===== config.mk =====
export PLATFORM = sky130hd
export DESIGN_NAME = min_window_averager
export DESIGN_NICKNAME = d
export VERILOG_FILES = /design/src/rtl/min_window_averager.sv
export SDC_FILE = /design/constraint.sdc
export NUM_CORES = 1
export LEC_CHECK = 0
export ABC_CLOCK_PERIOD_IN_PS = 6400
export CAP_MARGIN = 40
export CELL_PAD_IN_SITES_DETAIL_PLACEMENT = 1
export CELL_PAD_IN_SITES_GLOBAL_PLACEMENT = 1
export CORE_MARGIN = 2
export CORE_UTILIZATION = 46
export CTS_CLUSTER_DIAMETER = 200
export CTS_CLUSTER_SIZE = 28
export DETAILED_ROUTE_END_ITERATION = 7
export PLACE_DENSITY_LB_ADDON = 0.1
export SKIP_LAST_GASP = 1
export SYNTH_ARGS = -nofsm -noshare
export SYNTH_HDL_FRONTEND = slang
export SYNTH_SLANG_ARGS = --single-unit

===== constraint.sdc =====
create_clock -name clock -period 6.4 [get_ports clock]
set_input_delay 0.64 -clock clock [delete_from_list [all_inputs] [get_ports clock]]
set_output_delay 0.64 -clock clock [all_outputs]
set_load 0.02 [all_outputs]

===== src/rtl/min_window_averager.sv =====
// min_window_averager
// Accepts samples from the minimum stage over a 4-phase dav_/rfd handshake,
// accumulates a window of 2**LOG2N samples, then offers the truncated average
// and the window peak over a second 4-phase handshake (dav_out_/rfd_out).
// While a result is pending, rfd stays low, so upstream is held off.
// LOG2N is intended to lie in 0..4.

module min_window_averager #(
  parameter int W     = 8,
  parameter int LOG2N = 2
) (
  input  logic         clock,
  input  logic         reset,
  input  logic         dav_,
  input  logic [W-1:0] min,
  output logic         rfd,
  output logic         dav_out_,
  input  logic         rfd_out,
  output logic [W-1:0] avg,
  output logic [W-1:0] peak
);

  // The accumulator is wide enough to hold N full-scale samples.
  // The counter has one extra bit so that it can hold the value N itself.
  localparam int ACC_W = W + LOG2N;
  localparam int CNT_W = LOG2N + 1;
  localparam int N     = 1 << LOG2N;

  typedef enum logic [1:0] {
    S_IDLE = 2'd0,
    S_ACK  = 2'd1,
    S_OUT  = 2'd2,
    S_DONE = 2'd3
  } state_t;

  state_t             state;
  state_t             next_state;
  logic [ACC_W-1:0]   acc;
  logic [CNT_W-1:0]   cnt;
  logic [W-1:0]       pk;
  logic               window_full;

  assign window_full = (cnt == CNT_W'(N));

  // State register; reset abandons any window or pending result at once.
  always_ff @(posedge clock or posedge reset) begin
    if (reset) begin
      state <= S_IDLE;
    end else begin
      state <= next_state;
    end
  end

  // Next-state decode for the two back-to-back 4-phase handshakes.
  always_comb begin
    next_state = state;
    case (state)
      S_IDLE: if (!dav_)   next_state = S_ACK;
      S_ACK:  if (dav_)    next_state = window_full ? S_OUT : S_IDLE;
      S_OUT:  if (!rfd_out) next_state = S_DONE;
      S_DONE: if (rfd_out)  next_state = S_IDLE;
      default:              next_state = S_IDLE;
    endcase
  end

  // Datapath and registered handshake outputs. The outputs are driven only
  // from flops, so no input reaches an output combinationally. min is
  // captured only in S_IDLE, so a sample is counted exactly once even if
  // dav_ stays low. avg and peak hold until the next window completes.
  always_ff @(posedge clock or posedge reset) begin
    if (reset) begin
      rfd      <= 1'b1;
      dav_out_ <= 1'b1;
      avg      <= '0;
      peak     <= '0;
      acc      <= '0;
      cnt      <= '0;
      pk       <= '0;
    end else begin
      case (state)
        S_IDLE: begin
          if (!dav_) begin
            acc <= acc + ACC_W'(min);
            if (cnt == '0 || min > pk) begin
              pk <= min;
            end
            cnt <= cnt + CNT_W'(1);
            rfd <= 1'b0;
          end
        end
        S_ACK: begin
          if (dav_) begin
            if (window_full) begin
              avg      <= W'(acc >> LOG2N);
              peak     <= pk;
              dav_out_ <= 1'b0;
            end else begin
              rfd <= 1'b1;
            end
          end
        end
        S_OUT: begin
          if (!rfd_out) begin
            dav_out_ <= 1'b1;
          end
        end
        S_DONE: begin
          if (rfd_out) begin
            acc <= '0;
            cnt <= '0;
            rfd <= 1'b1;
          end
        end
        default: ;
      endcase
    end
  end

endmodule

== Word level (Yosys, flattened, before mapping) ==
Index checks and enable logic that the tools add are counted.
Cells by class
  add/subtract/negate cells: 2
  multipliers: 0
  div/mod/pow operators: 0
  magnitude comparators: 1
  eq/ne operators: 10
  shifts and indexed selects: 0
  multiplexer cells: 21
  bitwise operators: 1
  reduce and logical (&&, ||, !) cells: 12
Operators by type and width (number)
  10-bit 2-to-1 mux: 2
  10-bit case mux with 2 select lines: 1
  2-bit != test (second input constant): 6
  10-bit by 8-bit adder with 10-bit output: 1
  2-bit 2-to-1 mux: 5
  3-bit AND reduction: 3
  8-bit greater-than comparator: 1
  2-bit case mux with 4 select lines: 1
  4-bit AND reduction: 2
  1-bit 2-to-1 mux: 7
  3-bit 2-to-1 mux: 2
  3-bit case mux with 2 select lines: 1
  5-bit AND reduction: 1
  2-bit == test (second input constant): 2
  2-bit nonzero test: 2
  3-bit by 1-bit adder with 3-bit output (second input constant): 1
  3-bit == test (second input constant): 1
  3-bit zero test: 1
  1-bit case mux with 3 select lines: 1
  3-bit nonzero test: 1
  2-bit by 1-bit == test with 1-bit output (second input constant): 1
  2-bit zero test: 1
  1-bit case mux with 2 select lines: 1
  1-bit logical OR: 1
  1-bit inverter: 1
Word-level totals
  bits in registers: 41
  bits in latches: 0
  memory bits (writable): 0
  bits in read-only memories: 0
  logic and storage cells: 55
  memories kept: 0

== Depth between registers and ports, before layout ==
Gate-level depths: netlist (run 1).
  word-level depth: 4
  gate-level depth with buffers: 8

== Least setup slack after synthesis (run 1) ==
No wires, ideal clock.
  kind: input to register
  start point: in min[1]
  end point: reg pk[0]
  library setup time: 125 ps
  arrival time: 2184 ps
  path slack: 4091 ps
  cell stages on the path: 6
  buffers on the path: 0
  cells stage by stage: ha_1 > nor2b_4 > o211ai_2 > a21oi_2 > o41ai_4 > mux2_2
On the way
  word-level cells in the longest chain between the ends: 3
Ends and longest elaborated chain
  start, declared: RTL line 15  | input logic [W-1:0] min,
  8-bit greater-than comparator: RTL line 84  | if (cnt == '0 || min > pk) begin
  1-bit logical OR: RTL line 84
  3-bit AND reduction (no source line)
  end signal, assigned: RTL line 85  | pk <= min;
  end, declared: RTL line 40  | logic [W-1:0] pk;
Every way passes these cells.
A chain may end at the register's enable or synchronous reset.

== Worst setup path in the final report (run 1) ==
  start point: in min[1]
  end point: reg pk[7]
Same word-level chain as after synthesis.

==> summary.txt, run 1 <==
Run status
  • Outcome: complete, no violations

Power and ir drop
  • Pleak: 1.22 nW
  • Peak supply drop: 228 µV
  • Share of power burned in registers: 37.0%
  • Psw: 0.000503 W
  • Combinational power share: 50.2%
  • Fraction of power consumed by the clock network: 12.8%
  • Cell Pwr Density: 484 nW/µm²
  • Internal portion of total power: 0.000764 W
  • Share of total power consumed by net switching: 39.7%

Routing
  • First-pass DRT Iterations: 4
  • Final WL: 5.00 mm
  • Routed via count divided by cell count: approximately 5.6
  • Drt wl/cell: 17.4 µm
  • ANT nets after route: 0
  • DRC marker count from the first detailed-route iteration: 80
  • Count of vias placed by the detailed router: 1620
  • DRC violations left: 0

Finish
  • Final net count: 266
  • Reg area: 1030 µm²
  • Share of post-route cells with drive strength above 1: 14.4%
  • Area overhead of the layout relative to synthesis: 20.4%
  • Antenna Diode Count: 0
  • Area taken by multi-input logic gates: 1070 µm²
  • Final core area utilization: 58.9%
  • Number of inserted filler cells in the final layout: 489

CTS
  • Clock Sink Count: between 40 and 50
  • CTS tree: built
  • Number of buffers created by CTS: 5
  • Buffer cell driving the clock tree root: clkbuf_8
  • Clock slew seen by the registers of the worst setup and hold paths: 0.07 ns
  • CTS H-tree depth: 2
  • Resized cells post-CTS: 0
  • Post-CTS Setup Bufs: 0
  • Clock Latency Late Sink: 0.29 ns
  • Maximum count of clock buffers along a single path: 2
  • CTS hold repair buffers: 0

Setup path
  • Kind of start point of the critical path: input port
  • Critical path class: input port to flip-flop
  • Master of the slowest instance on the critical path: o41ai_4
  • Maximum fanout count along the critical path: 8
  • Critical Path, Cell by Cell: clkdlybuf4s50_1 -> ha_1 -> nor2b_4 -> o211ai_2 -> a21oi_2 -> o41ai_4 -> mux2_2
  • Required time of the critical path: 6.58 ns
  • Worst Path Arrival: 2.87 ns
  • Delay of the slowest critical-path stage: 0.64 ns
  • Critical Path Sink Type: flip-flop
  • Worst flop-to-flop path startpoint: pk[1]
  • CP Launch Point: min[1]

Synth
  • Fraction of post-synthesis cell area in the top cell type by area: 44.9%
  • Most numerous cell in the Yosys netlist: dfrtp_1
  • FFs w/ async S/R, synth: 100%
  • Main flop type after synthesis: dfrtp_1
  • Cell count after synthesis: 200
  • Number of enable-type register cells in the synthesized netlist: 0
  • Count of state elements after synthesis: 41
  • Count of warnings emitted by yosys: 0
  • Syn_nets: 231
  • Ranking of synthesized cells by instance count: dfrtp_1 (39), nand2_1 (21), o21ai_0 (21), ha_1 (18), mux2_2 (16)
  • Synth top area cells: dfrtp_1 (45%), ha_1 (10%), mux2_2 (8.3%)
  • Synth area leader: dfrtp_1
  • Mean cell area of the mapped netlist: 10.9 µm²
  • Distinct cell type count of the synthesized netlist: 40
  • Netlist area before placement: 2170 µm²
  • Post-synthesis sequential area ratio: 47.4%

STA
  • Max-slew headroom at the worst pin: 57.5%
  • Hold Vio Cnt, Final: 0
  • Worst-case clock skew: 0.0114 ns
  • Final critical-path required period: 2.70 ns
  • Pin slew with the least headroom to its limit: 0.635 ns
  • Max-slew violation count: 0
  • Highest clock frequency the design can meet: ~370 MHz
  • Post-route fraction of the period consumed by the critical path: 42.1%
  • TNS Setup: 0 ns
  • Setup-failing EPs final: 0
  • Setup repair after global routing missed its margin: false

GRT
  • GRT met3 Usage: 3.73%
  • Met2 usage: 38.1%
  • Initial antenna violation count: 0
  • Top Usage Layer GRT: met2
  • Maximum number of pins on one net before global-route repair: 42
  • Remaining global-route overflow: 0
  • M1 GR Usage: approximately a quarter
  • Wire length of the first global-routing pass: 8.67 mm
  • Overall routing resource usage: a little over a fifth
  • Number of global-route vias before repair: about 1800

Floorplanning
  • Starting utilization of the core area: 48.9%
  • Chip Width: 72.7 µm
  • Standard-cell row count: 24
  • Placeable core region: 4440 µm²
  • Area of the die: 5290 µm²
  • I/O pin cnt: 30
  • Die Span Y: 72.7 µm

Min path
  • Source of the worst hold timing path: dav_out_
  • Tightest Hold Check Type: flip-flop to flip-flop

Run
  • Max_cap viols: 0

Place
  • Final GP Congestion: between 0.8 and 0.9
  • Placed wire-length estimate: 3.89 mm
  • Port bufs: 29
-- cells in the final DEF, fill, tap and decap left out, types with 2 or more instances in the layout --
| cell | count |
|---|---|
| a211oi_1 | 2 |
| a21boi_0 | 2 |
| a21o_1 | 2 |
| a21oi_1 | 8 |
| a22o_1 | 3 |
| and2_1 | 2 |
| clkbuf_1 | 2 |
| clkbuf_8 | 5 |
| clkdlybuf4s50_1 | 29 |
| dfrtp_1 | 39 |
| dfstp_2 | 2 |
| ha_1 | 18 |
| inv_1 | 15 |
| mux2_2 | 16 |
| mux2i_1 | 3 |
| nand2_1 | 21 |
| nand2b_1 | 2 |
| nand3_1 | 4 |
| nand4_1 | 3 |
| nor2_1 | 3 |
| nor2b_1 | 3 |
| nor3_1 | 3 |
| o21a_1 | 3 |
| o21ai_0 | 21 |
| or3_1 | 3 |
| xor2_1 | 3 |
-- layer usage --
metal,routed length (µm),vias to the layer above
met2,2520,30
met4,79,0
met5,0,-
li1,-,782
met3,138,9
met1,2260,799
-- through the flow --
step                total power, W  std cells  cell area, µm²  hold slack [ns]  setup WS, ns
finish                     0.00127        288            2620            0.483          3.70
detailed placement         0.00111        280            2530            0.475          3.41
global placement           0.00106        278            2520            0.463          3.45
CTS                        0.00128        288            2620            0.486          3.71
floorplan                 0.000883        200            2170            0.441          4.09
global route               0.00137        288            2620            0.512          3.59
-- critical path: cells and delay by family --
family | cells | cell delay, ns
adders and majority gates | 1 | 0.35
AOI/OAI and AO/OA | 3 | 0.88
muxes | 1 | 0.40
buffers and inverters | 1 | 0.46
and+or+nand+nor | 1 | 0.14
-- kinds of logic after synthesis --
| group | synth area share [%] |
|---|---|
| AO/OA/AOI/OAI | 16.0 |
| AND/OR/NAND/NOR | 10.7 |
| flip-flops | 47.4 |
| buffers and inverters | 3.34 |
| multiplexers | 9.68 |
| adder cells (fa/ha/maj) | 11.3 |
| XOR/XNOR | 1.61 |
-- layout make-up --
class                   instances  area share (%)
multi-input cells             140            40.9
repair buffers                 32            12.0
well taps                      52            2.49
flip-flops and latches         41            39.3
clock buffers                   7            2.92
inverters                      15            2.15
clock inverters                 1           0.191
-- flip-flops by register name, summed over array words and instances (netlist names), named ones only --
| signal | cells |
|---|---|
| pk | 8 |
| dav_out_ | 1 |
| state | 1 |
| avg | 8 |
| rfd | 1 |
| peak | 8 |
| cnt | 3 |
| acc | 10 |
-- power by group through the flow --
stage | Clock [W] | Sequential [W] | Combinational (W)
after global routing | 0.000178 | 0.000489 | 0.000708
after floorplan | 0 | 0.000510 | 0.000373
after global placement | 0 | 0.000461 | 0.000597
after detailed placement | 0 | 0.000474 | 0.000638
final | 0.000163 | 0.000468 | 0.000636
after CTS | 0.000168 | 0.000469 | 0.000643
-- final timing paths --
path | endpoint | slack, ns | depth (start not counted)
setup / recovery | pk[7] | 3.70 | 7
hold / removal | dav_out_ | 0.48 | 2
setup reg to reg | pk[7] | 4.13 | 7
hold reg to reg | dav_out_ | 0.48 | 2
max in group asynchronous | acc[9] | 5.24 | 3
min in group asynchronous | peak[5] | 0.79 | 3
No activity file was read; power rests on OpenSTA's default activity.
==> inputs of run 2 (changes only) <==
ABC_CLOCK_PERIOD_IN_PS = 2300   (was 6400)
CORE_UTILIZATION = 39   (was 46)
clock period = 2.3 ns   (was 6.4 ns; I/O delays follow)
==> run 2 against run 1 <==
- clock power grew to 3.2 times the previous value
- global-route usage fell by 3.3 points
- clock skew fell by 0.0041 ns
- die area rose by 17%
- worst setup slack got worse by 3.5 ns
- clock-buffer cell count unchanged
- sequential power rose to 2.8 times the previous value
- highest routed layer unchanged
- register-to-register slack worse by 3.9 ns
- critical path depth grew 1
- non-clock buffer count increased by 15
- sequential share of layout area fell by 2.2 points
- total power rose to 2.9 times the previous value
==> summary.txt, run 2 (synthesis gave the netlist of run 1 again) <==
CTS
  • CTS hold repair buffers: 0 (unchanged)
  • Clock Sink Count: 41 (unchanged)
  • Clock slew seen by the registers of the worst setup and hold paths: 0.08 ns (was 0.07 ns)
  • Clock Latency Late Sink: 0.29 ns (about the same)
  • Buffer cell driving the clock tree root: clkbuf_8 (unchanged)
  • CTS tree: built (unchanged)
  • Resized cells post-CTS: 0 (unchanged)
  • CTS H-tree depth: 2 (unchanged)
  • Maximum count of clock buffers along a single path: 2 (unchanged)
  • Post-CTS Setup Bufs: 0 (unchanged)
  • Number of buffers created by CTS: 5 (unchanged)

Power and ir drop
  • Cell Pwr Density: 1320 nW/µm² (was 484 nW/µm²)
  • Psw: 0.00140 W (was 0.000503 W)
  • Internal portion of total power: 0.00226 W (was 0.000764 W)
  • Fraction of power consumed by the clock network: 14.2% (was 12.8%)
  • Pleak: 1.30 nW (was 1.22 nW)
  • Share of power burned in registers: 35.3% (was 37.0%)
  • Share of total power consumed by net switching: 38.3% (was 39.7%)
  • Combinational power share: 50.5% (was 50.2%)
  • Peak supply drop: 544 µV (was 228 µV)

Finish
  • Max FFs per register: 10 (unchanged)
  • Most frequent cells in the layout: dfrtp_1 (39), clkdlybuf4s50_1 (29), nand2_1 (21), o21ai_0 (21) (was dfrtp_1 (39), clkdlybuf4s50_1 (29), nand2_1 (21), o21ai_0 (21), ha_1 (18))
  • Final core area utilization: 51.0% (was 58.9%)
  • Share of post-route cells with drive strength above 1: 20.3% (was 14.4%)
  • Area overhead of the layout relative to synthesis: 27.6% (was 20.4%)
  • Final net count: 281 (was 266)
  • Antenna Diode Count: 0 (unchanged)
  • Area of all placed cells without fillers: 2770 µm² (was 2620 µm²)
  • Register name with the most flops: acc (unchanged)
  • Leading cell type in the layout, fill and taps excluded: dfrtp_1 (unchanged)

GRT
  • Met2 usage: 29.5% (was 38.1%)
  • Wire length of the first global-routing pass: 8.81 mm (was 8.67 mm)
  • Initial antenna violation count: 0 (unchanged)
  • Number of global-route vias before repair: 1814 (was 1776)
  • Top Usage Layer GRT: met2 (unchanged)
  • Maximum number of pins on one net before global-route repair: 42 (unchanged)
  • M1 GR Usage: 24.7% (was 26.6%)
  • Overall routing resource usage: 18.2% (was 21.5%)
  • Remaining global-route overflow: 0 (unchanged)
  • GRT met3 Usage: 4.14% (was 3.73%)

Setup path
  • Worst r2r path cells: 8 (was 7)
  • Worst Path Arrival: 2.28 ns (was 2.87 ns)
  • Delay of the slowest critical-path stage: 0.45 ns (was 0.64 ns)
  • Kind of start point of the critical path: input port (unchanged)
  • Maximum fanout count along the critical path: 4 (was 8)
  • Reg2Reg Capture Point: pk[3] (was pk[7])
  • Critical Path, Cell by Cell: clkdlybuf4s50_1 -> ha_1 -> nor2b_4 -> o211ai_2 -> a21oi_2 -> o41ai_4 -> buf_4 -> mux2_2 (was clkdlybuf4s50_1 -> ha_1 -> nor2b_4 -> o211ai_2 -> a21oi_2 -> o41ai_4 -> mux2_2)
  • Worst flop-to-flop path startpoint: pk[1] (unchanged)
  • Critical path class: input port to flip-flop (unchanged)
  • Required time of the critical path: 2.48 ns (was 6.58 ns)
  • Critical Path Sink Type: flip-flop (unchanged)
  • Worst R2R Setup Slack: 0.22 ns (was 4.13 ns)
  • Master of the slowest instance on the critical path: clkdlybuf4s50_1 (was o41ai_4)

Run
  • Max_cap viols: 0 (unchanged)

Floorplanning
  • I/O pin cnt: 30 (unchanged)
  • Area of the die: 6180 µm² (was 5290 µm²)
  • Die Span Y: 78.6 µm (was 72.7 µm)
  • Starting utilization of the core area: 39.9% (was 48.9%)
  • Chip Width: 78.6 µm (was 72.7 µm)
  • Placeable core region: 5440 µm² (was 4440 µm²)
  • Standard-cell row count: 27 (was 24)

STA
  • Hold Vio Cnt, Final: 0 (unchanged)
  • Setup-failing EPs final: 0 (unchanged)
  • Worst-case clock skew: 0.00734 ns (was 0.0114 ns)
  • Max-slew violation count: 0 (unchanged)
  • Final setup margin: 0.198 ns (was 3.70 ns)
  • Pin slew with the least headroom to its limit: 0.525 ns (was 0.635 ns)
  • Setup repair after global routing missed its margin: false (unchanged)
  • Max-slew headroom at the worst pin: 65.0% (was 57.5%)
  • TNS Setup: 0 ns (unchanged)
  • Final critical-path required period: 2.10 ns
  • Highest clock frequency the design can meet: 476 MHz
  • Post-route fraction of the period consumed by the critical path: 91.4%

Place
  • Pre-CTS WS: -0.108 ns (was 3.41 ns)
  • Placed wire-length estimate: 3.75 mm (was 3.89 mm)
  • Area of placed instances: 2670 µm² (was 2530 µm²)
  • Final GP Congestion: 0.801 (was 0.834)
  • Port bufs: 29 (unchanged)

Routing
  • Count of vias placed by the detailed router: 1642 (was 1620)
  • First-pass DRT Iterations: 4 (unchanged)
  • Drt wl/cell: 15.2 µm (was 17.4 µm)
  • Final WL: 4.92 mm (was 5.00 mm)
  • Routed via count divided by cell count: 5.08 (was 5.63)
  • DRC violations left: 0 (unchanged)
  • DRC marker count from the first detailed-route iteration: 42 (was 80)
  • ANT nets after route: 0 (unchanged)

Run status
  • Outcome: complete, no violations (unchanged)

Min path
  • Tightest Hold Check Type: input port to asynchronous set/reset pin (was flip-flop to flip-flop)
run 2: critical path, delay by kind of cell:
family | cells | cell delay [ns]
multiplexers | 1 | 0.34
adder cells (fa/ha/maj) | 1 | 0.33
buffers and inverters | 2 | 0.64
AND/OR/NAND/NOR | 1 | 0.13
AO/OA/AOI/OAI | 3 | 0.59
run 2: final cells by class:
cell class                      instances  area [µm²]
Clock inverter                          1        5.00
Clock buffer                            7        96.3
Inverter                               15        56.3
Fill cell                             607        2670
Timing Repair Buffer                   47         425
Multi-Input combinational cell        140        1070
Tap cell                               72        90.1
Sequential cell                        41        1030
run 2: worst max-delay path by stage:
| stage | start | to | slack [ns] | cells after the start |
|---|---|---|---|---|
| after floorplan | pk[1] | pk[0] | 0.28 | 7 |
| final | min[1] | pk[3] | 0.20 | 8 |
| after detailed placement | min[1] | pk[2] | -0.11 | 8 |
| after global placement | min[1] | acc[9] | -0.07 | 7 |
| after CTS | min[1] | pk[2] | 0.20 | 8 |
| after global routing | acc[2] | acc[9] | 0.08 | 6 |
run 2: metal layers:
layer	share of wire, %	vias up
li1	-	811
met1	50	805
met2	47	21
met3	2.6	5
met4	0.81	0
met5	0	-
run 2: power by group through the flow:
| stage | logic, W | clock network, W | registers [W] |
|---|---|---|---|
| 6_report | 0.00185 | 0.000519 | 0.00129 |
| 5_1_grt | 0.00207 | 0.000579 | 0.00135 |
| 4_1_cts | 0.00187 | 0.000551 | 0.00130 |
| 3_5_place_dp | 0.00185 | 0 | 0.00131 |
| 3_3_place_gp | 0.00179 | 0 | 0.00129 |
| 2_1_floorplan | 0.00104 | 0 | 0.00142 |
run 2: stage by stage:
step / hold slack (ns) / power, W / std cells
2_1_floorplan: 0.321 / 0.00246 / 200
3_3_place_gp: 0.461 / 0.00308 / 315
3_5_place_dp: 0.468 / 0.00316 / 315
4_1_cts: 0.394 / 0.00372 / 323
5_1_grt: 0.454 / 0.00400 / 323
6_report: 0.377 / 0.00366 / 323
